## src/rtl/time_setter.sv

```systemverilog
// time_setter: lets the user stop the time-of-day counter, edit hours,
// minutes and seconds with inc/dec buttons (single steps plus auto-repeat
// while held), then load the edited time back into the counter.
//
// Ports:
//   clk_i, rstn_i                        clock, async active-low reset
//   btn_config_i, btn_inc_i, btn_dec_i   debounced button levels
//   seconds_i, minutes_i, hours_i        live time from the counter
//   count_enable_o                       counter run enable (1 only in RUN)
//   load_time_o                          one-cycle load strobe on exit from SET_S
//   load_seconds_o/minutes_o/hours_o     shadow (edited) time
//   field_o                              0=none, 1=hours, 2=minutes, 3=seconds
//   blink_o                              selected field visible (1) / blanked (0)

// Per-button press detector with hold-to-repeat.
//   step pulses on the press cycle, again HOLD_CYCLES after the press, and then
//   every REPEAT_CYCLES while the button stays down.
module time_setter_repeat #(
    parameter int HOLD_CYCLES   = 50_000_000,
    parameter int REPEAT_CYCLES = 10_000_000
) (
    input  logic clk,
    input  logic rst_n,
    input  logic btn,
    output logic step
);
    localparam int MAXC = (HOLD_CYCLES > REPEAT_CYCLES) ? HOLD_CYCLES : REPEAT_CYCLES;
    localparam int CW   = $clog2(MAXC + 1);

    logic          prev;
    logic          act;   // armed: button went down after reset/release
    logic          rep;   // initial hold elapsed, now in repeat phase
    logic [CW-1:0] cnt;   // cycles since the last step
    logic          press;
    logic          hit;

    assign press = btn & ~prev;
    assign hit   = rep ? (cnt == CW'(REPEAT_CYCLES)) : (cnt == CW'(HOLD_CYCLES));
    assign step  = press | (btn & act & hit);

    // prev resets to 1 so a button held through reset stays silent until
    // released; act keeps such a held button from auto-repeating as well.
    always_ff @(posedge clk or negedge rst_n) begin
        if (!rst_n) begin
            prev <= 1'b1;
            act  <= 1'b0;
            rep  <= 1'b0;
            cnt  <= '0;
        end else begin
            prev <= btn;
            if (!btn) begin
                act <= 1'b0;
                rep <= 1'b0;
                cnt <= '0;
            end else if (press) begin
                act <= 1'b1;
                rep <= 1'b0;
                cnt <= CW'(1);
            end else if (act) begin
                if (hit) begin
                    rep <= 1'b1;
                    cnt <= CW'(1);
                end else begin
                    cnt <= cnt + CW'(1);
                end
            end
        end
    end
endmodule

module time_setter #(
    parameter int HOLD_CYCLES   = 50_000_000,
    parameter int REPEAT_CYCLES = 10_000_000,
    parameter int BLINK_CYCLES  = 25_000_000
) (
    input  logic       clk_i,
    input  logic       rstn_i,
    input  logic       btn_config_i,
    input  logic       btn_inc_i,
    input  logic       btn_dec_i,
    input  logic [5:0] seconds_i,
    input  logic [5:0] minutes_i,
    input  logic [4:0] hours_i,
    output logic       count_enable_o,
    output logic       load_time_o,
    output logic [5:0] load_seconds_o,
    output logic [5:0] load_minutes_o,
    output logic [4:0] load_hours_o,
    output logic [1:0] field_o,
    output logic       blink_o
);
    // Encoding doubles as the field_o code.
    typedef enum logic [1:0] {
        RUN   = 2'd0,
        SET_H = 2'd1,
        SET_M = 2'd2,
        SET_S = 2'd3
    } state_t;

    localparam int BW = $clog2(BLINK_CYCLES + 1);

    state_t        state, state_next;
    logic          cfg_prev;
    logic          cfg_ev;
    logic          inc_step, dec_step;
    logic          up, down;
    logic [5:0]    sh_s, sh_m;
    logic [4:0]    sh_h;
    logic [BW-1:0] bcnt;

    assign cfg_ev = btn_config_i & ~cfg_prev;

    time_setter_repeat #(.HOLD_CYCLES(HOLD_CYCLES), .REPEAT_CYCLES(REPEAT_CYCLES)) u_inc (
        .clk(clk_i), .rst_n(rstn_i), .btn(btn_inc_i), .step(inc_step)
    );
    time_setter_repeat #(.HOLD_CYCLES(HOLD_CYCLES), .REPEAT_CYCLES(REPEAT_CYCLES)) u_dec (
        .clk(clk_i), .rst_n(rstn_i), .btn(btn_dec_i), .step(dec_step)
    );

    // Config wins over inc/dec; coincident inc and dec cancel out.
    always_comb begin
        up   = 1'b0;
        down = 1'b0;
        if (state != RUN && !cfg_ev) begin
            up   = inc_step & ~dec_step;
            down = dec_step & ~inc_step;
        end
    end

    always_comb begin
        state_next = state;
        if (cfg_ev) begin
            case (state)
                RUN:     state_next = SET_H;
                SET_H:   state_next = SET_M;
                SET_M:   state_next = SET_S;
                default: state_next = RUN;
            endcase
        end
    end

    always_ff @(posedge clk_i or negedge rstn_i) begin
        if (!rstn_i) begin
            state          <= RUN;
            cfg_prev       <= 1'b1;
            count_enable_o <= 1'b1;
            load_time_o    <= 1'b0;
        end else begin
            state          <= state_next;
            cfg_prev       <= btn_config_i;
            count_enable_o <= (state_next == RUN);
            load_time_o    <= (state == SET_S) && cfg_ev;
        end
    end

    // Shadow registers. Out-of-range live values are replaced with 0 on
    // capture so the shadows never hold an illegal time.
    always_ff @(posedge clk_i or negedge rstn_i) begin
        if (!rstn_i) begin
            sh_h <= '0;
            sh_m <= '0;
            sh_s <= '0;
        end else if (state == RUN && cfg_ev) begin
            sh_h <= (hours_i   > 5'd23) ? 5'd0 : hours_i;
            sh_m <= (minutes_i > 6'd59) ? 6'd0 : minutes_i;
            sh_s <= (seconds_i > 6'd59) ? 6'd0 : seconds_i;
        end else if (up || down) begin
            case (state)
                SET_H: begin
                    if (up) sh_h <= (sh_h >= 5'd23) ? 5'd0 : sh_h + 5'd1;
                    else    sh_h <= (sh_h == 5'd0 || sh_h > 5'd23) ? 5'd23 : sh_h - 5'd1;
                end
                SET_M: begin
                    if (up) sh_m <= (sh_m >= 6'd59) ? 6'd0 : sh_m + 6'd1;
                    else    sh_m <= (sh_m == 6'd0 || sh_m > 6'd59) ? 6'd59 : sh_m - 6'd1;
                end
                SET_S: begin
                    if (up) sh_s <= (sh_s >= 6'd59) ? 6'd0 : sh_s + 6'd1;
                    else    sh_s <= (sh_s == 6'd0 || sh_s > 6'd59) ? 6'd59 : sh_s - 6'd1;
                end
                default: ;
            endcase
        end
    end

    // Blink restarts visible on every field change or step so the user sees
    // the new value immediately.
    always_ff @(posedge clk_i or negedge rstn_i) begin
        if (!rstn_i) begin
            blink_o <= 1'b0;
            bcnt    <= '0;
        end else if (state_next == RUN) begin
            blink_o <= 1'b0;
            bcnt    <= '0;
        end else if (state_next != state || up || down) begin
            blink_o <= 1'b1;
            bcnt    <= '0;
        end else if (bcnt == BW'(BLINK_CYCLES - 1)) begin
            blink_o <= ~blink_o;
            bcnt    <= '0;
        end else begin
            bcnt    <= bcnt + BW'(1);
        end
    end

    assign field_o        = state;
    assign load_hours_o   = sh_h;
    assign load_minutes_o = sh_m;
    assign load_seconds_o = sh_s;
endmodule

```

## config.mk

```make
export PLATFORM = sky130hd
export DESIGN_NAME = time_setter
export DESIGN_NICKNAME = d
export VERILOG_FILES = /design/src/rtl/time_setter.sv
export SDC_FILE = /design/constraint.sdc
export NUM_CORES = 1
export LEC_CHECK = 0
export BUFFER_PORTS_ARGS = -buffer_cell sky130_fd_sc_hd__clkbuf_2
export CAP_MARGIN = 20
export CORE_MARGIN = 8
export CORE_UTILIZATION = 25
export CTS_BUF_LIST = sky130_fd_sc_hd__clkbuf_8
export CTS_CLUSTER_DIAMETER = 40
export DETAILED_ROUTE_END_ITERATION = 7
export HOLD_SLACK_MARGIN = 0.12
export PLACE_DENSITY = 0.5
export RECOVER_POWER = 100
export SYNTH_ARGS = -nofsm -noshare
export SYNTH_HDL_FRONTEND = slang
export SYNTH_SLANG_ARGS = --single-unit
```

## constraint.sdc

```tcl
create_clock -name clk_i -period 3 [get_ports clk_i]
set_input_delay 0.3 -clock clk_i [delete_from_list [all_inputs] [get_ports clk_i]]
set_output_delay 0.3 -clock clk_i [all_outputs]
set_load 0.05 [all_outputs]
```

==> results of run 1 <==
==> Yosys cell counts (8+ instances only) <==
| cell type | count | area (sq um) |
|---|---|---|
| xnor2_1 | 24 | 210 |
| xor2_1 | 39 | 342 |
| inv_1 | 25 | 93.8 |
| nor3_1 | 20 | 100 |
| a31oi_1 | 16 | 100 |
| nand4_1 | 19 | 119 |
| a211oi_1 | 12 | 90.1 |
| o31ai_1 | 12 | 90.1 |
| nand3b_1 | 8 | 60.1 |
| o21ai_0 | 42 | 210 |
| clkbuf_1 | 21 | 78.8 |
| and3_1 | 20 | 125 |
| a21oi_1 | 28 | 140 |
| ha_1 | 17 | 213 |
| or3_1 | 11 | 68.8 |
| nand3_1 | 48 | 240 |
| dfrtp_1 | 102 | 2550 |
| nand2_1 | 68 | 255 |
| nor2_1 | 93 | 349 |
==> stage by stage <==
step	util	cells
after floorplan	-	721
after global placement	0.282	1092
after detailed placement	0.282	1092
after CTS	0.292	1112
after global routing	0.289	1113
final	0.289	1114
==> worst max path at each step <==
stage	end	slack, ns	depth (start not counted)
floorplan	bcnt[10]$_DFF_PN0_	0.23	7
global placement	bcnt[14]$_DFF_PN0_	0.16	7
detailed placement	bcnt[12]$_DFF_PN0_	0.11	7
CTS	bcnt[12]$_DFF_PN0_	0.05	8
global route	bcnt[12]$_DFF_PN0_	0.02	7
finish	bcnt[12]$_DFF_PN0_	0.15	7
==> kinds of logic after synthesis <==
| kind of cell | count (synthesis) |
|---|---|
| AO/OA/AOI/OAI | 154 |
| AND/OR/NAND/NOR | 322 |
| flip-flops | 106 |
| buffers and inverters | 52 |
| XOR/XNOR | 64 |
| multiplexers | 6 |
| adder cells (fa/ha/maj) | 17 |
==> worst reg2reg max path: cells and delay by family (launching register included) <==
| family | cells | cell delay, ns |
|---|---|---|
| buffers and inverters | 1 | 0.18 |
| xor gates and xnor gates | 1 | 0.22 |
| DFF | 1 | 0.42 |
| and+or+nand+nor | 2 | 0.79 |
| AOI/OAI and AO/OA | 3 | 1.18 |
==> power groups by stage <==
stage / registers [mW] / clock network (mW) / logic [mW]
final: 1.90 / 0.945 / 2.07
after global placement: 1.94 / 0 / 2.14
after floorplan: 2.24 / 0 / 1.22
after CTS: 1.91 / 0.991 / 2.16
after global routing: 1.95 / 1.03 / 2.31
after detailed placement: 1.94 / 0 / 2.14
==> routing by layer <==
| layer | share of wire | track usage | vias to the layer above |
|---|---|---|---|
| met1 | 0.51 | 0.153 | 2677 |
| met5 | 0 | 0 | - |
| li1 | - | - | 2710 |
| met2 | 0.45 | 0.169 | 69 |
| met4 | 0.0070 | 0.0240 | 0 |
| met3 | 0.035 | 0.0246 | 10 |
==> cell type report <==
| type | instances | area, sq um |
|---|---|---|
| fill | 2690 | 17800 |
| sequential | 106 | 2660 |
| timing repair buffer | 73 | 407 |
| clock inverter | 6 | 63.8 |
| antenna | 1 | 2.50 |
| tap | 330 | 413 |
| inverter | 25 | 93.8 |
| clock buffer | 10 | 138 |
| multi-input combinational | 563 | 3470 |
==> timing repair <==
action	in CTS	in global routing
endpoints found under the hold margin	48	0
setup buffers	0	1
endpoints found under the setup margin	0	34
resized for setup	0	3
hold buffers	4	0
==> sequential cells by signal, summed over array words and instances, names as in the netlist <==
signal,count
u_inc.act,1
u_inc.cnt,26
field_o,2
bcnt,25
load_hours_o,5
blink_o,1
u_dec.prev,1
load_time_o,1
u_dec.rep,1
count_enable_o,1
load_minutes_o,6
u_dec.cnt,26
load_seconds_o,6
u_dec.act,1
u_inc.prev,1
u_inc.rep,1
cfg_prev,1
==> impl_metrics.csv, run 1 <==
group,metric,value,unit
route,ant_nets,0,
setup_path,critPathLaunchType,"flip-flop",
clock_tree,clkLatencyLatePin,0.39,ns
floorplanning,die_area,30700,sq um
yosys,synth_edf_count,0,
clock_tree,clock_sinks,106,
global_route,track_usage,0.109,
clock_tree,clk_path_buf_depth,2,
yosys,syn_area,6330,sq um
yosys,synth-simple-area-share,0.250,
clock_tree,h-tree-depth,3,
setup_path,path_common_cell,"a2111o_1",
setup_path,end_kind,"flip-flop",
global_route,overflow,0,
worst_hold_path,worstHoldPathType,"primary input to flip-flop",
finish,synthToLayoutAreaGrowth,14.4,%
route,viasPerCell,4.91,
finish,final_nets,817,
clock_tree,root_buffer,"clkbuf_8",
setup_path,cp.buffers_inverters,1,
setup_path,cpPeakStageDelay,0.67,ns
sta,finalSetupViolCount,0,
yosys,synth.area.mux_share,0.0103,
sta,clock_skew,0.0109,ns
floorplanning,dieWidth,175,um
global_route,grt_pass1_wl,27.8,mm
placement,io_buffer_count,43,
floorplanning,dieHeight,175,um
yosys,synthCells,721,
power,power,4.92,mW
placement,pre_cts_ws,0.106,ns
sta,max_clock_freq,350,MHz
yosys,synth_cell_types,63,
route,drt_iter0_markers,355,
clock_tree,cts_made_buffers,9,
sta,slew_viol_final,0,
setup_path,crit_chain,"or4b_2 > a2111o_1 > a21o_1 > xnor2_4 > a2111o_1 > buf_6 > nor2_1",
yosys,synth_fa_ha_area_frac,0.0336,
yosys,synth-compound-area-share,0.161,
worst_hold_path,hold_path_end,"load_seconds_o[0]$_DFFE_PN0P_",
route,wl,16.7,mm
sta,rsz0062_at_grt,"no",
floorplanning,initial_core_util,0.253,
yosys,synth_top_family_by_area,"simple AND/OR/NAND/NOR gates",
sta,final-hold-violation-count,0,
placement,dpl-instance-area,7060,sq um
placement,gp_congestion,0.823,
setup_path,crit_arrival,3.18,ns
power,p_comb_frac,0.421,
floorplanning,core_region_area,25000,sq um
yosys,synthArstFlopShare,1.00,
yosys,synth_nets,760,
setup_path,critPathLaunch,"u_dec.cnt[6]$_DFFE_PN0P_",
power,clkPwrFrac,0.192,
setup_path,rrSetupSlack,0.15,ns
sta,fin_ws,0.145,ns
yosys,avgSynthCellArea,8.78,sq um
yosys,ys_seq_area_frac,0.420,
finish,drive_gt1_frac,0.0817,
setup_path,worst-path-max-fanout,25,
global_route,grt_max_degree,49,
setup_path,r2r_cells,7,
floorplanning,num_rows,58,
yosys,yosys_warnings,0,
route,drc,0,
status,status,"complete, no violations",
setup_path,timing.rr.start,"u_dec.cnt[6]$_DFFE_PN0P_",
clock_tree,path_clk_slew,0.11,ns
power,seqPwrFrac,0.387,
setup_path,cp_top_family,"compound AO/OA/AOI/OAI gates",
job,cap_violations,0,
setup_path,critPathKind,"flip-flop to flip-flop",
sta,fin_crit,2.85,ns
sta,setup_tns,0,ns
power,internal_power,2.71,mW
sta,fin_crit_sh,0.952,
sta,timing.hold.ws,0.164,ns
power,switching_power,2.22,mW
route,route.vias.total,5466,
power,ir_drop,0.465,mV
placement,dpl.hpwl,12.0,mm
setup_path,required,3.32,ns
power,power_density,680,nW/um^2
worst_hold_path,min_from,"seconds_i[0]",
clock_tree,cts_tree,"yes",
worst_hold_path,hold-path-cell-count,3,
power,p_leak,2.94,nW
floorplanning,design.portCount,44,
global_route,antenna_found_initial,0,
route,wl_per_cell,15.0,um
sta,worst-slew-pin-transition,1.27,ns
global_route,grt_pass1_vias,5267,
finish,final_area,7240,sq um
setup_path,worstReg2RegEnd,"bcnt[12]$_DFF_PN0_",
yosys,synth-seq-cells,106,
power,swShare,0.450,
finish,layout_commonest_cell,"dfrtp_1",
route,dr.pass1.iters,4,
yosys,ys.flop_type,"dfrtp_1",
sta,slew_headroom,0.156,
finish,layout_common_cells,"101 x dfrtp_1, 92 x nor2_1, 68 x nand2_1",
setup_path,crit_slowest_cell,"or4b_2",
yosys,synth_xor_area_frac,0.0915,
Note: power is estimated with default switching activity, not from simulation.
==> inputs of run 2 (changes only) <==
Settings changed: BUFFER_PORTS_ARGS -buffer_cell sky130_fd_sc_hd__clkbuf_2 to unset, DONT_BUFFER_PORTS set to 1, PLACE_DENSITY 0.5 to 0.48.
==> impl_metrics.csv, run 2 (synthesis gave the netlist of run 1 again) <==
group,metric,value,unit
power,p_leak,2.91,nW
sta,final-hold-violation-count,0,
job,cap_violations,1,
clock_tree,cts_made_buffers,9,
setup_path,path_common_cell,"a21o_1",
clock_tree,path_clk_slew,0.12,ns
sta,fin_crit,2.84,ns
sta,finalSetupViolCount,0,
setup_path,cp.depth,7,
setup_path,r2r_cells,7,
power,ir_drop,0.339,mV
floorplanning,num_rows,58,
route,wl_per_cell,15.8,um
floorplanning,design.portCount,44,
setup_path,end_kind,"flip-flop",
finish,final_nets,803,
clock_tree,root_buffer,"clkbuf_8",
global_route,antenna_found_initial,0,
placement,dpl.hpwl,12.2,mm
global_route,overflow,0,
global_route,grt_pass1_vias,5308,
route,drt_iter0_markers,348,
floorplanning,dieWidth,175,um
sta,worst-slew-pin-transition,1.53,ns
finish,top_regs,"u_dec.cnt (26), u_inc.cnt (26), bcnt (25)",
sta,setup_tns,0,ns
global_route,track_usage,0.114,
setup_path,critPathKind,"flip-flop to flip-flop",
clock_tree,clkLatencyLatePin,0.39,ns
status,violations,"max-capacitance violations, max-slew violations",
setup_path,worst-path-max-fanout,9,
worst_hold_path,worstHoldPathType,"primary input to flip-flop",
route,drc,0,
setup_path,cp_top_family,"compound AO/OA/AOI/OAI gates",
setup_path,cpPeakStageDelay,0.67,ns
sta,fin_crit_sh,0.947,
placement,gp_congestion,0.819,
status,status,"complete, but fails checks",
setup_path,crit_slowest_cell,"or4b_2",
setup_path,crit_chain,"or4b_2 > a2111o_1 > a21o_1 > xnor2_4 > clkbuf_4 > a21o_1 > mux2_2",
finish,synthToLayoutAreaGrowth,14.1,%
worst_hold_path,hold-path-cell-count,2,
global_route,grt_max_degree,107,
global_route,grt_pass1_wl,28.8,mm
route,route.vias.total,5506,
power,power_density,674,nW/um^2
setup_path,cp.buffers_inverters,1,
route,dr.pass1.iters,5,
route,wl,17.3,mm
setup_path,critPathLaunchType,"flip-flop",
floorplanning,die_area,30700,sq um
clock_tree,clk_path_buf_depth,2,
clock_tree,h-tree-depth,3,
finish,n_antenna_cell,0,
setup_path,crit_arrival,3.12,ns
clock_tree,clock_sinks,106,
placement,io_buffer_count,0,
sta,max_clock_freq,352,MHz
sta,rsz0062_at_grt,"no",
finish,drive_gt1_frac,0.0663,
route,viasPerCell,5.01,
sta,clock_skew,0.0236,ns
placement,dp.cells,1065,
floorplanning,initial_core_util,0.253,
sta,slew_viol_final,107,
clock_tree,cts_tree,"yes",
finish,finalNonFillerCells,1099,
floorplanning,core_region_area,25000,sq um
floorplanning,dieHeight,175,um
finish,layout_commonest_cell,"dfrtp_1",
setup_path,required,3.28,ns
finish,layout_common_cells,"102 x dfrtp_1, 92 x nor2_1, 68 x nand2_1",
setup_path,rrSetupSlack,0.16,ns
route,ant_nets,0,
sta,slew_headroom,-0.0218,
==> run 2: cell count changes in the layout (fill, tap and decap cells not counted), sizes merged <==
| cell | change |
|---|---|
| clkbuf | -29 |
| bufinv | -1 |
| dlygate4sd3 | +11 |
| diode | -1 |
| inv | -1 |
| clkinv | +1 |
| clkinvlp | +1 |
| buf | +4 |
==> run 2: path summary, 6_finish.rpt <==
kind / startpoint / endpoint
setup / recovery: u_dec.cnt[6]$_DFFE_PN0P_ / load_seconds_o[3]$_DFFE_PN0P_
hold / removal: btn_dec_i / u_dec.cnt[4]$_DFFE_PN0P_
setup reg to reg: u_dec.cnt[6]$_DFFE_PN0P_ / load_seconds_o[3]$_DFFE_PN0P_
hold reg to reg: bcnt[0]$_DFF_PN0_ / bcnt[0]$_DFF_PN0_
max in group asynchronous: rstn_i / bcnt[22]$_DFF_PN0_
min in group asynchronous: rstn_i / load_time_o$_DFF_PN0_
==> run 2: through the flow <==
stage	hold WS [ns]	utilization	cell area, sq um	total power [mW]	setup slack (ns)
6_report	0.153	0.289	7230	4.87	0.160
5_1_grt	0.127	0.289	7230	5.21	0.00571
4_1_cts	0.130	0.291	7290	5.02	0.117
3_5_place_dp	0.00897	0.277	6930	4.06	0.150
3_3_place_gp	0.00943	0.277	6930	4.07	0.164
2_1_floorplan	0.00441	-	6330	3.47	0.229
==> run 2: where the power goes <==
part | internal [mW] | switching, mW
registers | 1.59 | 0.346
clock network | 0.335 | 0.543
logic | 0.701 | 1.36
total | 2.62 | 2.25
==> run 2: area by class of cell <==
cell class	count	area [sq um]
fill	2695	17800
multi-input combinational	563	3470
sequential	106	2660
tap	330	413
timing repair buffer	59	408
clock buffer	10	138
inverter	25	93.8
clock inverter	6	47.5
==> run 2: metal layers <==
metal / part of all wire / GRT usage / vias up
met4: 0.017 / 0.0332 / 0
met1: 0.49 / 0.160 / 2673
met2: 0.44 / 0.169 / 132
li1: - / - / 2684
met3: 0.052 / 0.0300 / 17
met5: 0 / 0 / -
==> run 2: repair_timing <==
action | CTS | global route
endpoints found under the setup margin | 0 | 34
setup buffers | 0 | 2
resized for setup | 0 | 4
hold endpoints to repair | 123 | 0
hold buffers | 16 | 0
==> inputs of run 3 (changes only) <==
Settings changed: CELL_PAD_IN_SITES_DETAIL_PLACEMENT set to 1, CELL_PAD_IN_SITES_GLOBAL_PLACEMENT set to 1, CORE_MARGIN 8 to unset, PLACE_DENSITY 0.48 to 0.56.
==> impl_metrics.csv, run 3 (synthesis gave the netlist of run 1 again) <==
group,metric,value,unit
placement,dpl-instance-area,6950,sq um
global_route,track_usage,0.150,
global_route,overflow,0,
worst_hold_path,worstHoldPathType,"primary input to flip-flop",
finish,layout_common_cells,"102 x dfrtp_1, 93 x nor2_1, 68 x nand2_1",
power,power_density,682,nW/um^2
clock_tree,clock_sinks,106,
sta,final-hold-violation-count,0,
route,route.vias.total,5507,
finish,synthToLayoutAreaGrowth,15.2,%
finish,drive_gt1_frac,0.0700,
sta,slew_viol_final,107,
setup_path,critPathLaunchType,"flip-flop",
clock_tree,root_buffer,"clkbuf_8",
clock_tree,clk_path_buf_depth,2,
setup_path,worst-path-max-fanout,9,
placement,gp_congestion,0.780,
clock_tree,cts_made_buffers,9,
floorplanning,core_region_area,24600,sq um
placement,dpl.hpwl,13.0,mm
global_route,grt_max_degree,107,
route,ant_nets,0,
job,cap_violations,1,
sta,fin_crit,2.87,ns
finish,final_util,0.296,
route,wl_per_cell,16.9,um
clock_tree,clkLatencyLatePin,0.39,ns
floorplanning,dieHeight,161,um
global_route,antenna_found_initial,1,
route,wl,18.6,mm
power,power,4.97,mW
clock_tree,path_clk_slew,0.11,ns
sta,fin_crit_sh,0.955,
clock_tree,cts_tree,"yes",
setup_path,required,3.27,ns
finish,fillCellCount,2922,
route,drt_iter0_markers,239,
sta,finalSetupViolCount,0,
finish,final_nets,805,
floorplanning,num_rows,57,
floorplanning,initial_core_util,0.257,
setup_path,end_kind,"flip-flop",
global_route,grt_pass1_vias,5737,
status,status,"complete, but fails checks",
sta,clock_skew,0.0181,ns
setup_path,critPathKind,"flip-flop to flip-flop",
sta,max_clock_freq,349,MHz
floorplanning,die_area,26000,sq um
floorplanning,dieWidth,161,um
finish,final_area,7290,sq um
power,ir_drop,0.322,mV
clock_tree,h-tree-depth,3,
setup_path,crit_arrival,3.13,ns
status,violations,"max-capacitance violations, max-slew violations",
placement,io_buffer_count,0,
global_route,grt_pass1_wl,31.3,mm
finish,layout_commonest_cell,"dfrtp_1",
power,p_leak,2.95,nW
sta,worst-slew-pin-transition,1.53,ns
floorplanning,design.portCount,44,
route,viasPerCell,5.02,
sta,slew_headroom,-0.0221,
route,dr.pass1.iters,4,
route,drc,0,
finish,top_regs,"u_dec.cnt (26), u_inc.cnt (26), bcnt (25)",
-- run 3: cell count changes in the layout (fill, tap and decap cells not counted), sizes merged --
cell,before,now
buf,21,25
clkbuf,33,30
bufinv,0,1
clkinv,2,1
diode,0,1
inv,28,29
-- run 3: worst max-delay path, stage by stage (launching register included) --
cell,delay (ns)
dfrtp_1,0.43
or4b_2,0.68
a2111o_1,0.41
a21o_1,0.26
xnor2_4,0.30
a21o_1,0.30
mux2_2,0.37
-- run 3: timing repair --
action / CTS / global route
buffers inserted: 0 / 4
hold buffers: 16 / 0
resized for setup: 0 / 4
setup endpoints to repair: 0 / 5
hold endpoints to repair: 122 / 0
-- run 3: layer usage --
| layer | GRT usage | routed length [um] |
|---|---|---|
| met1 | 0.209 | 9140 |
| met2 | 0.235 | 8440 |
| met3 | 0.0354 | 770 |
| met4 | 0.0317 | 212 |
| met5 | 0 | 0 |
-- run 3: stage by stage --
step,hold WS [ns],cells,setup TNS (ns),setup WS (ns)
after floorplan,0.00441,721,0,0.229
after global placement,0.0127,1059,0,0.159
after global routing,0.141,1095,-0.00648,-0.00648
after detailed placement,0.0132,1059,0,0.121
after CTS,0.125,1091,0,0.0829
final,0.149,1096,0,0.134
-- run 3: cell type report --
cell class | instances | area [sq um] | area share
diodes | 1 | 2.50 | 0.000343
clock buffers | 9 | 124 | 0.0170
clock inverters | 7 | 75.1 | 0.0103
inverters | 25 | 93.8 | 0.0129
multi-input cells | 563 | 3470 | 0.476
flip-flops and latches | 106 | 2660 | 0.364
well taps | 324 | 405 | 0.0556
repair buffers | 61 | 460 | 0.0631
-- run 3: final timing paths --
| path | from | endpoint | slack (ns) | depth (start not counted) |
|---|---|---|---|---|
| setup / recovery | u_dec.cnt[6]$_DFFE_PN0P_ | load_minutes_o[3]$_DFFE_PN0P_ | 0.13 | 6 |
| hold / removal | hours_i[1] | load_hours_o[1]$_DFFE_PN0P_ | 0.15 | 2 |
| setup reg to reg | u_dec.cnt[6]$_DFFE_PN0P_ | load_minutes_o[3]$_DFFE_PN0P_ | 0.13 | 6 |
| hold reg to reg | bcnt[0]$_DFF_PN0_ | bcnt[0]$_DFF_PN0_ | 0.52 | 1 |
| min in group asynchronous | rstn_i | u_dec.cnt[22]$_DFFE_PN0P_ | 0.87 | 2 |
| max in group asynchronous | rstn_i | load_hours_o[4]$_DFFE_PN0P_ | 1.18 | 2 |
-- run 3: power breakdown --
part	switching, mW	internal, mW
Clock	0.558	0.395
Sequential	0.318	1.59
Combinational	1.40	0.713
